## src/rtl/argmax_stream.sv

```systemverilog
// Streaming signed argmax over fixed-length frames, with a length-error flag.
// Define ARGMAX_SECOND_EN to add the runner-up value/index outputs.
module argmax_stream #(
  parameter int DATA_W      = 62,
  parameter int NUM_CLASSES = 10,
  parameter int IDX_W       = $clog2(NUM_CLASSES)
) (
  input  logic                     clk,
  input  logic                     rst,
  input  logic                     in_valid,
  output logic                     in_ready,
  input  logic signed [DATA_W-1:0] in_data,
  input  logic                     in_last,
  output logic                     out_valid,
  input  logic                     out_ready,
  output logic signed [DATA_W-1:0] max_val,
  output logic [IDX_W-1:0]         max_idx,
  output logic                     len_err
`ifdef ARGMAX_SECOND_EN
  ,
  output logic signed [DATA_W-1:0] second_val,
  output logic [IDX_W-1:0]         second_idx
`endif
);

  typedef enum logic [1:0] {
    IDLE  = 2'd0,
    ACCUM = 2'd1,
    DONE  = 2'd2
  } state_e;

  localparam logic [IDX_W-1:0] LAST_IDX = IDX_W'(NUM_CLASSES - 1);

  state_e                    state_q, state_d;
  logic [IDX_W-1:0]          cnt_q, cnt_d;
  logic signed [DATA_W-1:0]  max_q, max_d;
  logic [IDX_W-1:0]          idx_q, idx_d;
  logic                      err_q, err_d;
`ifdef ARGMAX_SECOND_EN
  localparam logic signed [DATA_W-1:0] MOST_NEG =
    {1'b1, {(DATA_W-1){1'b0}}};
  logic signed [DATA_W-1:0]  sec_q, sec_d;
  logic [IDX_W-1:0]          sidx_q, sidx_d;
`endif

  logic accept;
  logic at_end;
  logic is_final;

  assign in_ready  = (state_q != DONE);
  assign out_valid = (state_q == DONE);
  assign accept    = in_valid && in_ready;
  assign at_end    = (cnt_q == LAST_IDX);
  assign is_final  = in_last || at_end;

  assign max_val = max_q;
  assign max_idx = idx_q;
  assign len_err = err_q;
`ifdef ARGMAX_SECOND_EN
  assign second_val = sec_q;
  assign second_idx = sidx_q;
`endif

  // Next-state, running max/index and frame-close logic
  always_comb begin
    state_d = state_q;
    cnt_d   = cnt_q;
    max_d   = max_q;
    idx_d   = idx_q;
    err_d   = err_q;
`ifdef ARGMAX_SECOND_EN
    sec_d   = sec_q;
    sidx_d  = sidx_q;
`endif
    unique case (state_q)
      IDLE, ACCUM: begin
        if (accept) begin
          if (state_q == IDLE) begin
            max_d  = in_data;
            idx_d  = '0;
`ifdef ARGMAX_SECOND_EN
            sec_d  = MOST_NEG;
            sidx_d = '0;
`endif
          end else if (in_data > max_q) begin
            max_d  = in_data;
            idx_d  = cnt_q;
`ifdef ARGMAX_SECOND_EN
            sec_d  = max_q;
            sidx_d = idx_q;
          end else if (in_data > sec_q) begin
            sec_d  = in_data;
            sidx_d = cnt_q;
`endif
          end
          if (is_final) begin
            state_d = DONE;
            // only an in_last landing exactly on the last slot is clean
            err_d   = !(in_last && at_end);
          end else begin
            state_d = ACCUM;
            cnt_d   = cnt_q + IDX_W'(1);
          end
        end
      end
      DONE: begin
        if (out_ready) begin
          state_d = IDLE;
          cnt_d   = '0;
        end
      end
      default: begin
        state_d = IDLE;
        cnt_d   = '0;
      end
    endcase
  end

  // State and datapath registers, cleared by the async reset
  always_ff @(posedge clk or negedge rst) begin
    if (!rst) begin
      state_q <= IDLE;
      cnt_q   <= '0;
      max_q   <= '0;
      idx_q   <= '0;
      err_q   <= 1'b0;
`ifdef ARGMAX_SECOND_EN
      sec_q   <= '0;
      sidx_q  <= '0;
`endif
    end else begin
      state_q <= state_d;
      cnt_q   <= cnt_d;
      max_q   <= max_d;
      idx_q   <= idx_d;
      err_q   <= err_d;
`ifdef ARGMAX_SECOND_EN
      sec_q   <= sec_d;
      sidx_q  <= sidx_d;
`endif
    end
  end

endmodule

```

## config.mk

```make
export PLATFORM = sky130hd
export DESIGN_NAME = argmax_stream
export DESIGN_NICKNAME = d
export VERILOG_FILES = /design/src/rtl/argmax_stream.sv
export SDC_FILE = /design/constraint.sdc
export NUM_CORES = 1
export LEC_CHECK = 0
export ABC_CLOCK_PERIOD_IN_PS = 4800
export CAP_MARGIN = 20
export CORE_MARGIN = 2
export CORE_UTILIZATION = 40
export DETAILED_ROUTE_END_ITERATION = 8
export GPL_ROUTABILITY_DRIVEN = 0
export PLACE_DENSITY = 0.71
export SETUP_SLACK_MARGIN = 0.3
export SLEW_MARGIN = 20
export SYNTH_ARGS = -nofsm -noshare
export SYNTH_HDL_FRONTEND = slang
export SYNTH_SLANG_ARGS = --single-unit
```

## constraint.sdc

```tcl
create_clock -name clk -period 4.8 [get_ports clk]
set_clock_uncertainty 0.2 [all_clocks]
set_input_delay 0.96 -clock clk [delete_from_list [all_inputs] [get_ports clk]]
set_output_delay 0.96 -clock clk [all_outputs]
set_load 0.05 [all_outputs]
```

==> results of run 1 <==
## Yosys cell counts, types with 2 or more instances
library cell	number
dfrtp_1	73
inv_1	67
ha_1	64
mux2_2	58
nand2_1	29
a21oi_1	27
o21ai_0	15
nand3_1	13
nand4_1	13
o211ai_1	10
nor2_1	8
nor3_1	5
mux2_1	4
a21o_1	3
a221oi_1	3
buf_4	3
buf_6	3
nand2b_1	3
and4_1	2
clkbuf_1	2
nor2b_1	2
## flip-flops by register name (all words and copies together) (netlist names)
| name | count |
|---|---|
| max_idx | 4 |
| max_val | 62 |
| state_q | 2 |
| len_err | 1 |
| cnt_q | 4 |
## critical path, cell delays in order
cell and delay, ps:
clkdlybuf4s50_1 440, ha_1 320, nand4_1 160, nor3_1 430
nand4_1 250, a2111oi_2 370, o21ai_0 120, o31a_2 180
o22ai_4 180, buf_12 320, mux2_2 390
## path summary, 6_finish.rpt
path / startpoint / depth (start not counted) / to
worst max-delay path: in_data[52] / 11 / max_val[22]
worst min-delay path: state_q[1] / 1 / state_q[0]
worst max register to register: max_val[53] / 11 / max_val[22]
worst min register to register: state_q[1] / 1 / state_q[0]
max in group asynchronous: rst / 1 / max_val[5]
min in group asynchronous: rst / 1 / max_val[45]
## cell type report
cell class | count | area, sq um
flip-flops and latches | 73 | 1830
multi-input cells | 273 | 2320
fillers | 961 | 4770
repair buffers | 137 | 1380
well taps | 140 | 175
inverters | 67 | 251
clock buffers | 13 | 169
## kinds of logic after synthesis
logic type | after synthesis
mux | 63
xor+xnor | 1
simple gates | 77
compound gates | 68
flops | 73
fa+ha+maj | 64
buf+inv | 75
## routing by layer
metal	track usage	up-vias
met5	0	-
met1	0.240	1737
met2	0.320	92
met3	0.0462	15
met4	0.0877	0
li1	-	1753
## power by group
| part | total (mW) | switching [mW] | leakage, nW | internal, mW |
|---|---|---|---|---|
| combinational | 2.88 | 1.77 | 1.87 | 1.12 |
| sequential | 1.15 | 0.237 | 0.866 | 0.908 |
| clock | 0.439 | 0.217 | 0.0875 | 0.222 |
| total | 4.47 | 2.22 | 2.82 | 2.25 |
==> summary.md, run 1 <==
| Metric | Value |
|---|---|
| Outcome | `complete, no violations` |
| Commonest non-fill, non-tap cell in the layout | `clkdlybuf4s50_1` |
| Finished Layout Cells | `approximately 700` |
| Deepest clock path buffer count | `2` |
| Static Leak | `around 2.8 nW` |
| Power Total | `approximately 4.5 mW` |
| Post-DP Area | `5950 sq um` |
| Fin nets | `slightly below 700` |
| Min-delay worst type | `reg -> reg` |
| Worst-Margin Slew | `approximately 950 ps` |
| Top cells by area, synth | `dfrtp_1 41%, ha_1 18%, mux2_2 15%` |
| Asr flop ratio synth | `1.00` |
| Crit Path Category | `in -> reg` |
| Power Dens Cells | `730 nW/um^2` |
| CTS sink count | `between 70 and 80` |
| Antenna Cells | `0` |
| Hold Vio Cnt, Final | `0` |
| Largest net degree at the start of global routing | `between 70 and 80` |
| Leading area contributor after synthesis | `dfrtp_1` |
| Crit path max fanout | `between 50 and 60` |
| Antenna-violating nets left | `0` |
| Die H | `~110 um` |
| FP Rows | `38` |
| Io pins | `between 100 and 150` |
| Post-synthesis sequential area ratio | `0.409` |
| Die width | `roughly 110 um` |
| Largest family of logic cells by synthesized area | `adder cells` |
| # DRC | `0` |
| Area grow syn2layout | `37.1%` |
| Clock latency on the worst-skew pair | `350 ps` |
| Overall routed net length | `around 11 mm` |
| Compound-Gate Fraction of Synth Area | `0.0958` |
| Post-Synth Simple-Gate Area | `0.0846` |
| RSZ-0062 raised after global routing | `no` |
| Postcts setup bufs | `0` |
| Design Area, Final | `around 6000 sq um` |
| Synth Cell Area | `4470 sq um` |
| Max-slew violations | `0` |
| Mapped Avg Cell Area | `approximately 11 sq um` |
| Post-synthesis cell type count | `35` |
| Setup TNS | `0 ps` |
| Drt via density | `roughly 5` |
| Final setup vio count | `0` |
| Vias | `~3600` |
| Mapped Cells | `421` |
| Critical path endpoint category | `flip-flop` |
| Type of origin of the critical path | `input pin` |
| CTS tree | `built` |
| Post-synthesis xor/xnor area fraction | `0.00196` |
| Flop2flop setup slack | `about 1300 ps` |
| Die area | `12000 sq um` |
| Fmax | `between 200 and 250 MHz` |
| Area share of fa/ha/maj cells after synthesis | `0.179` |
| Relative slew margins | `0.364` |
| Post-synth net total | `between 500 and 600` |
| First-pass detailed-route iteration total | `6` |
| Pre-CTS WS | `between 300 and 400 ps` |
| Hold Buf Count CTS | `0` |
| Hold_ws | `roughly 300 ps` |
| Crit path arrival time | `4150 ps` |
| Vias in the first global route | `3784` |
| # resized after CTS | `0` |
| Initial DRC Count | `86` |
| Core ar. | `between 10000 and 15000 sq um` |
| WL met2 | `5.36 mm` |
| Wire length on met3 | `slightly below 700 um` |
| Ys Warns | `0` |
| Worst EP required | `between 4000 and 5000 ps` |
| Tcrit/Tclk final | `0.858` |
| Tmin final | `4120 ps` |
| Starting Density | `0.410` |
| Total grt overflow | `0` |
| I/O Buffers | `approximately 140` |
| Root buffer cell | `clkbuf_8` |
| H-tree lvl count | `3` |
| Initial antenna violation count | `0` |
| Peak VDD IR | `approximately 0.00036 V` |
| Post-synth EDFFs | `0` |
| Total CTS buffers | `9` |
| Most frequent cells in the layout | `134 x clkdlybuf4s50_1, 73 x dfrtp_1, 67 x inv_1` |
| Post-route setup slack | `between 600 and 700 ps` |
| Synth Register Bits | `73` |
| Fin util | `0.562` |
| WL met1 | `between 4 and 5 mm` |
| Clock transition at path regs | `approximately 70 ps` |
| Total GRT Usage | `0.194` |
| Post-DP HPWL | `8.42 mm` |
| First-pass GRT wire length | `~18 mm` |
| Dpl cells | `690` |
| Routed length per instance | `~15 um` |
| Top-area cell type share of the netlist area | `0.409` |
| Max Used Layer | `met4` |
| Mux cell area share after synthesis | `0.159` |
| Maxcap violations | `0` |
| Synth Flop Type | `dfrtp_1` |
| Share of cells above drive strength 1 | `0.139` |
Note: power is estimated with default switching activity, not from simulation.
==> run 2, diff against run 1 <==
CAP_MARGIN = 10   (was 20)
==> results of run 2 <==
The final DEF is identical to that of run 1; final timing and power are the same.
